==> src/rtl/level_to_pulse_fsm_if.sv <==
// Level-to-pulse interface: carries the level input and the pulse output.
//   X             : level input, synchronous to clk unless the synchronizer is built in
//   output_signal : registered pulse output
// master drives X and observes the pulse; slave is the FSM side.
interface level_to_pulse_fsm_if;
  logic X;
  logic output_signal;

  modport master (
    output X,
    input  output_signal
  );

  modport slave (
    input  X,
    output output_signal
  );
endinterface

==> src/rtl/level_to_pulse_fsm.sv <==
// Rising-edge detector built as a Moore FSM: each 0->1 transition of the level
// input produces one output pulse PULSE_CYCLES clocks wide (legal 1..255).
// A level held high triggers once; X must be sampled low before re-arming.
// Ports:
//   clk    : system clock, all state changes on its rising edge
//   reset  : synchronous, active-high reset
//   bus    : level_to_pulse_fsm_if.slave (X in, output_signal out)
// Optional build macro LVL2PULSE_SYNC_EN: routes X through a 2-flop
// synchronizer (reset to 0) ahead of the FSM, adding 2 cycles of latency.
module level_to_pulse_fsm #(
  parameter int unsigned PULSE_CYCLES = 1
) (
  input  logic                 clk,
  input  logic                 reset,
  level_to_pulse_fsm_if.slave  bus
);

  localparam int unsigned CNT_W = 8;
  localparam logic [CNT_W-1:0] PULSE_LAST = CNT_W'(PULSE_CYCLES);

  typedef enum logic [1:0] {
    IDLE  = 2'd0,
    PULSE = 2'd1,
    HOLD  = 2'd2
  } state_t;

  state_t           state;
  state_t           state_next;
  logic [CNT_W-1:0] count;
  logic [CNT_W-1:0] count_next;
  logic             pulse_q;
  logic             x_s;

`ifdef LVL2PULSE_SYNC_EN
  logic x_meta;
  logic x_sync;

  // Two-flop synchronizer for an asynchronous level input
  always_ff @(posedge clk) begin
    if (reset) begin
      x_meta <= 1'b0;
      x_sync <= 1'b0;
    end else begin
      x_meta <= bus.X;
      x_sync <= x_meta;
    end
  end

  assign x_s = x_sync;
`else
  assign x_s = bus.X;
`endif

  // State, pulse counter and output registers
  always_ff @(posedge clk) begin
    if (reset) begin
      state   <= IDLE;
      count   <= '0;
      pulse_q <= 1'b0;
    end else begin
      state   <= state_next;
      count   <= count_next;
      // Output flop mirrors the PULSE state it is entering, so it is high
      // exactly while state==PULSE
      pulse_q <= (state_next == PULSE);
    end
  end

  // Next-state and counter logic
  always_comb begin
    state_next = state;
    count_next = count;
    case (state)
      IDLE: begin
        if (x_s) begin
          state_next = PULSE;
          count_next = CNT_W'(1);
        end
      end
      PULSE: begin
        // Pulse width is fixed; X is ignored until the last pulse cycle
        if (count < PULSE_LAST) begin
          count_next = count + CNT_W'(1);
        end else begin
          count_next = '0;
          state_next = x_s ? HOLD : IDLE;
        end
      end
      HOLD: begin
        if (!x_s) begin
          state_next = IDLE;
        end
      end
      default: begin
        // Unused encoding recovers to IDLE
        state_next = IDLE;
        count_next = '0;
      end
    endcase
  end

  assign bus.output_signal = pulse_q;

endmodule

==> src/flat_wrapper.sv <==
// flat-port wrapper written by rule: the top's interface ports become plain ports
module level_to_pulse_fsm_flat 
#(
  parameter int unsigned PULSE_CYCLES = 1
)
  (clk, reset, bus_X, bus_output_signal);
  level_to_pulse_fsm_if bus_i ();
  input  logic clk;
  input  logic reset;
  input wire logic [$bits(bus_i.X)-1:0] bus_X;
  output wire logic [$bits(bus_i.output_signal)-1:0] bus_output_signal;
  assign bus_i.X = bus_X;
  assign bus_output_signal = bus_i.output_signal;
  level_to_pulse_fsm #(.PULSE_CYCLES(PULSE_CYCLES)) u_core (.clk(clk), .reset(reset), .bus(bus_i));
endmodule
==> config.mk <==
export PLATFORM = sky130hd
export DESIGN_NAME = level_to_pulse_fsm_flat
export DESIGN_NICKNAME = d
export VERILOG_FILES = /design/src/rtl/level_to_pulse_fsm_if.sv /design/src/rtl/level_to_pulse_fsm.sv /design/src/flat_wrapper.sv
export SDC_FILE = /design/constraint.sdc
export NUM_CORES = 1
export LEC_CHECK = 0
export BUFFER_PORTS_ARGS = -buffer_cell sky130_fd_sc_hd__buf_2
export CORE_AREA = 4 4 41 43
export DETAILED_ROUTE_END_ITERATION = 12
export DIE_AREA = 0 0 45 47
export GPL_TIMING_DRIVEN = 0
export PLACE_DENSITY_LB_ADDON = 0.05
export SETUP_SLACK_MARGIN = 0.02
export SYNTH_ARGS = -nofsm -noshare
export SYNTH_HDL_FRONTEND = slang
export SYNTH_SLANG_ARGS = --single-unit
==> constraint.sdc <==
create_clock -name clk -period 3.4 [get_ports clk]
set_clock_uncertainty 0.15 [all_clocks]
set_input_delay 0.17 -clock clk [delete_from_list [all_inputs] [get_ports clk]]
set_output_delay 0.17 -clock clk [all_outputs]
set_load 0.01 [all_outputs]
* After elaboration in Yosys (flattened, before gate mapping)
Index checks and enable logic that the tools add are counted.
** Operators by class
- Reductions and logical operators :: 2
- Multiply operators :: 0
- Bitwise gates (word level) :: 1
- Div/mod/pow operators :: 0
- Shifts and indexed selects :: 0
- Mux-type cells :: 8
- Order comparisons :: 1
- $add $sub $neg :: 1
- Equal/unequal tests :: 4
** Operators with widths (count)
- 8-bit case mux with 3 select lines :: 1
- 8-bit 2-to-1 mux :: 2
- 8-bit by 1-bit adder with 8-bit output, second input constant :: 1
- 8-bit by 1-bit less-than comparator with 1-bit output, second input constant :: 1
- 2-bit 2-to-1 mux :: 4
- 2-bit case mux with 3 select lines :: 1
- 2-bit by 1-bit == test with 1-bit output, second input constant :: 2
- 2-bit == test, second input constant :: 1
- 2-bit logical NOT :: 1
- 2-bit != test, second input constant :: 1
- 2-bit AND reduction :: 1
- 1-bit inverter :: 1
** Word-level totals
- Memories kept :: 0
- Bits in latches :: 0
- Bits in read-only memories :: 0
- Output and inout bits :: 1
- Input port bits :: 3
- Logic and storage cells :: 20
- Flip-flop bits (word level) :: 11
- Bits in writable memories :: 0

* Logic depth before layout (Yosys ltp)
Gate-level depths: netlist of the first run.
- Depth after elaboration :: 4
- Gate-level depth with buffers :: 6
- Mapped depth without buffers :: 6

* Worst setup path after synthesis of the first run
OpenSTA, ideal clock, no wires.
- Path type :: register to register
- Start point :: register u_core.count[0]
- End point :: register u_core.count[5]
- Path buffers :: 0
- Library setup time :: 0.064 ns
- Arrival time :: 1.188 ns
- Required time :: 3.186 ns
- Period minus slack after synthesis :: 1.403 ns
- Cell stages (with the launch flop) :: 7
- Setup slack :: 1.997 ns
- Cells stage by stage :: dfxtp_1 -> inv_1 -> ha_1 -> nor4b_4 -> nand3_2 -> a21o_1 -> nor2_1
** On the way
- Longest elaborated chain between the ends :: 3
- Elaborated cells between the ends (all ways) :: 4
- Classes of those cells :: add/sub (1); order compare (1); mux (2)
** RTL lines
- start, declared :: line level_to_pulse_fsm.sv:29 : logic [CNT_W-1:0] count;
- start signal, assigned :: line level_to_pulse_fsm.sv:62 : count <= count_next;
- 8-bit by 1-bit adder with 8-bit output or 8-bit by 1-bit less-than comparator with 1-bit output (tied branches) :: line level_to_pulse_fsm.sv:83, level_to_pulse_fsm.sv:82
- 8-bit 2-to-1 mux * :: line level_to_pulse_fsm.sv:82 : if (count < PULSE_LAST) begin
- 8-bit case mux with 3 select lines * :: line level_to_pulse_fsm.sv:73 : case (state)
Every way passes the cells marked *; elsewhere a longest branch is shown, timed or not.
A chain may end at the register's enable or synchronous reset.

* Final worst setup path of the first run
- Start point :: register u_core.count[0]
- End point :: register u_core.count[7]
The elaborated chain is that of the path after synthesis.

==> results of run 1 <==
==> sequential cells by signal (all words and copies together), names as in the netlist <==
signal and count:
u_core.count 8, u_core.state 2, u_core.bus.output_signal 1
==> cell type report <==
type / instances / share of cell area, %
Multi-Input combinational cell: 41 / 48.2
Sequential cell: 11 / 37.2
Clock buffer: 4 / 4.44
Timing Repair Buffer: 4 / 4.23
Tap cell: 15 / 3.17
Buffer: 2 / 1.48
Inverter: 2 / 1.27
==> power groups by stage <==
stage | Clock (mW) | Sequential, mW | Combinational (mW)
finish | 0.0875 | 0.138 | 0.0347
global route | 0.101 | 0.138 | 0.0399
CTS | 0.0951 | 0.138 | 0.0356
detailed placement | 0 | 0.141 | 0.0343
global placement | 0 | 0.141 | 0.0339
floorplan | 0 | 0.140 | 0.0252
==> layout by cell type (no fill, tap or decap), types with 2 or more instances in the layout <==
cell,netlist,final
a21oi_1,4,4
buf_2,1,4
clkbuf_1,1,2
clkbuf_4,0,3
dfxtp_1,11,11
ha_1,2,2
inv_1,2,2
nand2_1,2,2
nor2_1,9,9
nor2b_1,3,3
nor3_1,2,2
o2111ai_1,4,4
xor2_1,5,5
==> worst max path at each step <==
stage,end,slack (ns),cells after the start,from
6_report,u_core.count[7]$_SDFFE_PP0P_,1.80,6,u_core.count[0]$_SDFFE_PP0P_
5_1_grt,u_core.count[5]$_SDFFE_PP0P_,1.67,6,u_core.count[0]$_SDFFE_PP0P_
4_1_cts,u_core.count[6]$_SDFFE_PP0P_,1.75,6,u_core.count[0]$_SDFFE_PP0P_
3_5_place_dp,u_core.count[6]$_SDFFE_PP0P_,1.77,6,u_core.count[0]$_SDFFE_PP0P_
3_3_place_gp,u_core.count[7]$_SDFFE_PP0P_,1.80,6,u_core.count[0]$_SDFFE_PP0P_
2_1_floorplan,u_core.count[5]$_SDFFE_PP0P_,2.00,6,u_core.count[0]$_SDFFE_PP0P_
==> per-layer routing <==
metal | up-vias | share of wire [%]
met3 | 2 | 3.0
met1 | 184 | 49
li1 | 210 | -
met5 | - | 0
met4 | 0 | 0.64
met2 | 4 | 47
==> cell families after synthesis <==
kind of cell	count (synthesis)
AND/OR/NAND/NOR	22
AO/OA/AOI/OAI	12
flip-flops	11
XOR/XNOR	5
buffers and inverters	4
adder cells (fa/ha/maj)	2
==> synthesized netlist by cell type <==
cell type  instances
nand2b_1           1
nor2b_1            3
nor2_1             9
o21ai_0            1
a21oi_1            4
nor3b_1            1
ha_1               2
inv_1              2
nand3_2            1
dfxtp_1           11
buf_2              1
nor3_1             2
o21ba_2            1
or2_2              1
and3_1             1
o2111ai_1          4
o22a_1             1
a21o_1             1
nand2_1            2
xor2_1             5
clkbuf_1           1
nor4b_4            1
==> impl_metrics.csv, run 1 <==
group,metric,value,unit
logic_synthesis,synth.distinct_cells,22,
global_routing,use_met1,13.2,%
critical_path,r2r-start,"u_core.count[0]$_SDFFE_PP0P_",
pwr,power-per-cell-area,439,nW/µm²
clock_tree,cts_buffers,3,
logic_synthesis,synth_compound_area_share,16.5,%
sta,worstMarginPinSlew,0.391,ns
logic_synthesis,synth_nets,61,
global_routing,grt_overflow,0,
pwr,irDropWorstVdd,0.000268,V
sta,max-slew-margin-rel,73.9,%
detailed_routing,wl_per_cell,11.8,µm
critical_path,reg2reg_depth,6,
logic_synthesis,synth.largest_area_cell,"dfxtp_1",
layout,fillers,149,
clock_tree,ctsResizeCount,0,
pwr,switching_share,25.0,%
layout,syn_to_final_growth,13.4,%
clock_tree,cts_setup_buffers,0,
layout,final_net_count,70,
placed_design,port_buffers,3,
critical_path,critPathKind,"reg2reg",
critical_path,cp_num_buf_inv,1,
floorplan,fp-row-count,13,
floorplan,coreArea,1300,µm²
critical_path,slowest_stage,"dfxtp_1",
global_routing,grt_start_max_net_pins,11,
hold_path,min_from,"bus_X",
logic_synthesis,avgSynthCellArea,9.32,µm²
critical_path,critPathArrivalTime,1.66,ns
hold_path,worstHoldPathCells,2,
pwr,leakage,0.238,nW
clock_tree,path_clk_slew,0.07,ns
layout,drive_above_1_share,17.2,%
sta,fin_ws,1.80,ns
job,cap_violations,0,
detailed_routing,via_per_inst,5.06,
layout,num_antenna_cells,0,
critical_path,cp-start-kind,"flip-flop",
critical_path,critical_path.top_delay_family,"simple AND/OR/NAND/NOR gates",
clock_tree,clk_latency,0.26,ns
pwr,switchingPower,65.0,µW
sta,fin_tns_setup,0,ns
logic_synthesis,synth.area.top_cells,"dfxtp_1, xor2_1, o2111ai_1",
floorplan,die_w,45,µm
sta,fin_crit_sh,47.1,%
sta,rsz0062_at_grt,"no",
logic_synthesis,synthXorXnorAreaFrac,8.39,%
clock_tree,cts_root_buffer,"clkbuf_4",
global_routing,grt_use_met2,17.2,%
floorplan,start_util,40.1,%
logic_synthesis,synth_top_family_by_area,"simple AND/OR/NAND/NOR gates",
logic_synthesis,synthMuxAreaShare,0,%
critical_path,crit_chain,"inv_1 -> ha_1 -> nor4b_4 -> nand3_2 -> a21o_1 -> nor2_1",
critical_path,crit_path_end_kind,"flip-flop",
placed_design,place_hpwl,688,µm
clock_tree,cts_buffer_depth,2,
clock_tree,cts_tree,"yes",
run_status,status,"complete, no violations",
logic_synthesis,synth-adder-area-share,4.80,%
critical_path,crit_required,3.46,ns
critical_path,reg2reg_to,"u_core.count[7]$_SDFFE_PP0P_",
sta,setup_violations,0,
critical_path,critPathMaxFanout,7,
global_routing,met3_usage,5.75,%
sta,whs,0.0289,ns
critical_path,ff2ff_setup_slack,1.80,ns
detailed_routing,vias,400,
logic_synthesis,ys_ff_latch,11,
sta,min_period,1.60,ns
placed_design,place_area,556,µm²
logic_synthesis,yosysWarnings,0,
logic_synthesis,syn_area,522,µm²
detailed_routing,drt_iter0_drc,5,
logic_synthesis,yosys.area_share.simple,24.9,%
layout,final_cells,79,
global_routing,top_usage_layer,"met2",
sta,slew_viol_final,0,
detailed_routing,drc,0,
layout,multiInputGateArea,285,µm²
global_routing,grt_pass1_wl,1680,µm
critical_path,max_stage_delay,0.37,ns
layout,final_util,45.5,%
detailed_routing,dr.pass1.iters,2,
pwr,clkPwrFrac,33.6,%
hold_path,min_path_type,"in2reg",
pwr,comb_power_share,13.3,%
logic_synthesis,synth.top_cell.area_share,42.2,%
global_routing,grt_pass1_vias,394,
clock_tree,cts_hold_buf,1,
detailed_routing,wirelength,932,µm
pwr,power,260,µW
logic_synthesis,ys_seq_area_share,42.2,%
placed_design,dpl_worst_slack,1.77,ns
sta,max_freq,0.625,GHz
layout,final_cell_area,592,µm²
global_routing,grt_use_total,11.3,%
pwr,power_frac_seq,53.0,%
floorplan,ios,4,
floorplan,dieArea,2120,µm²
pwr,p_int,195,µW
detailed_routing,ant_nets,0,
logic_synthesis,synthCells,56,
hold_path,min_to,"u_core.state[1]$_SDFF_PP0_",
placed_design,place_congestion,0.632,
sta,hold_viol,0,
clock_tree,numClockSinks,11,
global_routing,antenna_found_initial,0,
placed_design,dp.cells,74,
layout,regArea,220,µm²
floorplan,die_y,47,µm
clock_tree,htree_num_levels,1,
(Power assumes the default switching activity.)
==> inputs of run 2 (changes only) <==
==> constraint.sdc (replaced) <==
create_clock -name clk -period 1.4 [get_ports clk]
set_clock_uncertainty 0.15 [all_clocks]
set_input_delay 0.07 -clock clk [delete_from_list [all_inputs] [get_ports clk]]
set_output_delay 0.07 -clock clk [all_outputs]
set_load 0.01 [all_outputs]
==> run 2 against run 1 <==
Effect of this change: the run now ends with negative setup slack left; clock power rose by 150%; sequential cell count unchanged; hold slack better by 0.21 ns; sequential share of layout area fell by 3.9 points; first-iteration DRC count is the same; critical endpoint is now u_core.count[5]$_SDFFE_PP0P_; utilization grew 6.4 points; die area unchanged; sequential power is 140% higher; final area rose by 14%; wire length increased by 3.6%; largest cell class unchanged.
==> impl_metrics.csv, run 2 (synthesized netlist as in run 1, its figures left out) <==
group,metric,value,unit
run_status,status,"complete, but fails checks",
run_status,violations,"negative setup slack",
placed_design,place_hpwl,667,µm
detailed_routing,wl_per_cell,11.4,µm
sta,hold_viol,0,
clock_tree,cts_buffers,3,
sta,max_freq,0.690,GHz
detailed_routing,wirelength,966,µm
layout,final_cells,85,
placed_design,dp.cells,74,
layout,final_cell_mix,"dfxtp_1, nor2_1, xor2_1, buf_4",
hold_path,min_path_type,"in2reg",
critical_path,critPathMaxFanout,9,
sta,fin_crit_sh,103,%
clock_tree,numClockSinks,11,
critical_path,reg2reg_depth,5,
pwr,power-per-cell-area,1000,nW/µm²
floorplan,coreArea,1300,µm²
global_routing,grt_use_total,11.3,%
hold_path,min_to,"u_core.bus.output_signal$_SDFF_PP0_",
floorplan,dieArea,2120,µm²
global_routing,grt_overflow,0,
critical_path,crit_path_end_kind,"flip-flop",
critical_path,ff2ff_setup_slack,-0.05,ns
critical_path,r2r-start,"u_core.state[1]$_SDFF_PP0_",
critical_path,reg2reg_to,"u_core.count[5]$_SDFFE_PP0P_",
layout,layout_commonest_cell,"dfxtp_1",
job,cap_violations,0,
global_routing,grt_pass1_vias,388,
detailed_routing,drt_iter0_drc,5,
detailed_routing,dr.pass1.iters,4,
sta,rsz0062_at_grt,"yes",
sta,worstMarginPinSlew,0.388,ns
critical_path,cp-start-kind,"flip-flop",
hold_path,worstHoldPathCells,5,
critical_path,crit_required,1.46,ns
floorplan,die_y,47,µm
layout,largest_register_ffs,8,
sta,max-slew-margin-rel,74.1,%
hold_path,min_from,"bus_X",
placed_design,place_congestion,0.730,
layout,num_antenna_cells,0,
clock_tree,cts_buffer_depth,2,
placed_design,port_buffers,3,
sta,min_period,1.45,ns
clock_tree,cts_root_buffer,"clkbuf_4",
detailed_routing,vias,418,
global_routing,grt_pass1_wl,1680,µm
floorplan,ios,4,
floorplan,die_w,45,µm
layout,final_net_count,76,
placed_design,dpl_worst_slack,-0.160,ns
pwr,leakage,0.266,nW
floorplan,fp-row-count,13,
global_routing,antenna_found_initial,0,
clock_tree,cts_tree,"yes",
layout,drive_above_1_share,37.1,%
clock_tree,clk_latency,0.27,ns
global_routing,grt_start_max_net_pins,11,
critical_path,critPathArrivalTime,1.51,ns
layout,top_register,"u_core.count",
detailed_routing,via_per_inst,4.92,
sta,setup_violations,8,
critical_path,critPathKind,"reg2reg",
floorplan,start_util,40.1,%
layout,syn_to_final_growth,29.5,%
sta,fin_ws,-0.0488,ns
detailed_routing,ant_nets,0,
detailed_routing,drc,0,
clock_tree,htree_num_levels,1,
sta,slew_viol_final,0,
clock_tree,path_clk_slew,0.07,ns
pwr,irDropWorstVdd,0.000579,V
sta,whs,0.239,ns
[run 2: cell types whose count changed in the layout (fill, tap and decap cells not counted), sizes merged]
cell / delta
buf: +5
dlygate4sd3: +1
[run 2: per-layer routing]
metal,track usage (%),part of all wire [%]
met5,0,0
met4,1.75,0
met3,6.90,6.5
met2,16.1,44
met1,14.9,50
[run 2: what timing repair did]
| item | CTS | global route |
|---|---|---|
| hold endpoints to repair | 5 | 0 |
| pin swaps | 11 | 3 |
| gates resized for setup | 9 | 3 |
| setup endpoints to repair | 8 | 10 |
| hold buffers | 2 | 0 |
| setup buffers | 3 | 2 |
[run 2: worst max-delay path, stage by stage (launching register included)]
cell	delay, ns
dfxtp_1	0.36
nor2b_1	0.06
buf_2	0.17
or2_2	0.31
a21o_4	0.26
nor2_1	0.08
[run 2: worst max-delay path by stage]
stage                                            start                           end
after floorplan           u_core.count[0]$_SDFFE_PP0P_  u_core.count[5]$_SDFFE_PP0P_
after global placement    u_core.count[0]$_SDFFE_PP0P_  u_core.count[6]$_SDFFE_PP0P_
after detailed placement  u_core.count[0]$_SDFFE_PP0P_  u_core.count[3]$_SDFFE_PP0P_
after CTS                 u_core.count[1]$_SDFFE_PP0P_  u_core.count[3]$_SDFFE_PP0P_
after global routing      u_core.count[1]$_SDFFE_PP0P_  u_core.count[6]$_SDFFE_PP0P_
final                       u_core.state[1]$_SDFF_PP0_  u_core.count[5]$_SDFFE_PP0P_
[run 2: layout make-up]
cell class | count | area (µm²)
multi-input combinational | 41 | 317
tap | 15 | 18.8
sequential | 11 | 225
clock buffer | 4 | 26.3
fill | 126 | 626
buffer | 2 | 8.76
inverter | 2 | 7.51
timing repair buffer | 10 | 72.6
[run 2: report_power, final]
part | switching (mW) | internal [mW]
sequential | 0.00624 | 0.325
clock | 0.107 | 0.110
combinational | 0.0610 | 0.0653
total | 0.175 | 0.501
[run 2: metrics by stage]
| stage | area [µm²] | util (%) | total power, mW | setup TNS, ns |
|---|---|---|---|---|
| finish | 676 | 51.9 | 0.675 | -0.340 |
| detailed placement | 556 | 42.7 | 0.424 | -1.13 |
| global route | 676 | 51.9 | 0.726 | -1.13 |
| floorplan | 522 | - | 0.402 | 0 |
| CTS | 652 | 50.1 | 0.676 | -0.587 |
| global placement | 556 | 42.7 | 0.425 | -1.10 |
==> inputs of run 3 (changes only) <==
==> constraint.sdc (replaced) <==
create_clock -name clk -period 1.4 [get_ports clk]
set_clock_uncertainty 0.15 [all_clocks]
set_input_delay 0.21 -clock clk [delete_from_list [all_inputs] [get_ports clk]]
set_output_delay 0.21 -clock clk [all_outputs]
set_load 0.01 [all_outputs]
==> run 3 against run 2 <==
Effect of this change: the flow still finishes with violations (negative setup slack); final area down 1.5%; final cell count is 1.2% lower; maximum frequency barely moved; sequential power barely moved; clock power hardly changed.
==> impl_metrics.csv, run 3 (synthesized netlist as in run 1, its figures left out) <==
group,metric,value,unit
pwr,leakage,0.262,nW
sta,max-slew-margin-rel,74.3,%
clock_tree,cts_tree,"yes",
clock_tree,cts_buffer_depth,2,
detailed_routing,vias,417,
critical_path,critPathKind,"reg2reg",
critical_path,critPathArrivalTime,1.51,ns
global_routing,grt_use_total,11.3,%
sta,slew_viol_final,0,
global_routing,use_met1,14.7,%
floorplan,start_util,40.1,%
critical_path,crit_chain,"inv_2 -> ha_4 -> nor4b_4 -> nand3_2 -> a21o_4 -> nor2_1",
global_routing,met3_usage,6.90,%
pwr,power-per-cell-area,1010,nW/µm²
critical_path,critPathMaxFanout,7,
global_routing,grt_pass1_wl,1670,µm
pwr,irDropWorstVdd,0.000579,V
sta,hold_viol,0,
layout,final_cell_mix,"dfxtp_1, nor2_1, xor2_1, buf_4",
sta,worstMarginPinSlew,0.386,ns
detailed_routing,wl_per_cell,11.5,µm
global_routing,grt_pass1_vias,385,
detailed_routing,via_per_inst,4.96,
sta,fin_tns_setup,-0.344,ns
placed_design,place_congestion,0.730,
job,cap_violations,0,
floorplan,die_w,45,µm
sta,fin_ws,-0.0495,ns
placed_design,dpl_worst_slack,-0.160,ns
global_routing,top_usage_layer,"met2",
sta,fin_crit_sh,104,%
layout,drive_above_1_share,37.7,%
floorplan,coreArea,1300,µm²
clock_tree,cts_buffers,3,
detailed_routing,wirelength,962,µm
run_status,violations,"negative setup slack",
sta,rsz0062_at_grt,"yes",
detailed_routing,dr.pass1.iters,4,
clock_tree,clk_latency,0.27,ns
critical_path,slowest_stage,"dfxtp_2",
critical_path,crit_path_end_kind,"flip-flop",
clock_tree,htree_num_levels,1,
hold_path,worstHoldPathCells,2,
sta,min_period,1.45,ns
critical_path,reg2reg_depth,6,
clock_tree,cts_root_buffer,"clkbuf_4",
clock_tree,numClockSinks,11,
layout,syn_to_final_growth,27.6,%
floorplan,die_y,47,µm
layout,num_antenna_cells,0,
global_routing,grt_use_met2,16.1,%
sta,max_freq,0.690,GHz
placed_design,port_buffers,3,
hold_path,min_path_type,"in2reg",
pwr,power,674,µW
critical_path,cp-start-kind,"flip-flop",
detailed_routing,drc,0,
layout,top_register,"u_core.count",
global_routing,antenna_found_initial,0,
floorplan,dieArea,2120,µm²
placed_design,place_hpwl,667,µm
global_routing,grt_overflow,0,
global_routing,grt_start_max_net_pins,11,
floorplan,ios,4,
layout,final_net_count,75,
run_status,status,"complete, but fails checks",
critical_path,max_stage_delay,0.33,ns
clock_tree,path_clk_slew,0.07,ns
detailed_routing,drt_iter0_drc,6,
layout,largest_register_ffs,8,
critical_path,crit_required,1.46,ns
detailed_routing,ant_nets,0,
sta,setup_violations,8,
floorplan,fp-row-count,13,
layout,layout_commonest_cell,"dfxtp_1",
## run 3: per-layer routing
metal	vias up	wire length, µm	part of all wire, %
met5	-	0	0
met4	0	0	0
met3	0	63	6.5
met2	7	421	44
met1	189	476	49
li1	221	-	-
## run 3: critical path, delay by kind of cell, from the launching register on
kind | cells | cell delay [ns]
and+or+nand+nor | 3 | 0.45
DFF | 1 | 0.33
AOI/OAI and AO/OA | 1 | 0.27
adders and majority gates | 1 | 0.12
buffers and inverters | 1 | 0.07
## run 3: what timing repair did
action                                 in CTS  in global routing
setup endpoints to repair                   8                 10
pin swaps                                  11                  3
hold buffers                                1                  0
buffers inserted                            3                  2
resized for setup                           9                  3
endpoints found under the hold margin       1                  0
## run 3: where the power goes
part | internal (mW) | switching, mW
Clock | 0.110 | 0.108
Combinational | 0.0635 | 0.0607
Sequential | 0.325 | 0.00624
## run 3: final timing paths
kind | to | slack (ns) | from
setup / recovery | u_core.count[5]$_SDFFE_PP0P_ | -0.05 | u_core.count[1]$_SDFFE_PP0P_
hold / removal | u_core.state[1]$_SDFF_PP0_ | 0.05 | bus_X
setup reg to reg | u_core.count[5]$_SDFFE_PP0P_ | -0.05 | u_core.count[1]$_SDFFE_PP0P_
hold reg to reg | u_core.count[6]$_SDFFE_PP0P_ | 0.42 | u_core.count[6]$_SDFFE_PP0P_
## run 3: final cells by class
class | count | area (µm²)
Fill cell | 127 | 636
Tap cell | 15 | 18.8
Timing Repair Buffer | 9 | 62.6
Sequential cell | 11 | 225
Inverter | 2 | 7.51
Multi-Input combinational cell | 41 | 317
Clock buffer | 4 | 26.3
Buffer | 2 | 8.76
## run 3: stage by stage
stage                     std cells  area, µm²  hold WS (ns)  util (%)
after floorplan                  56        522         0.129         -
after global placement           74        556         0.292      42.7
after detailed placement         74        556         0.290      42.7
after CTS                        82        642        0.0473      49.3
after global routing             84        666        0.0432      51.2
final                            84        666        0.0533      51.2
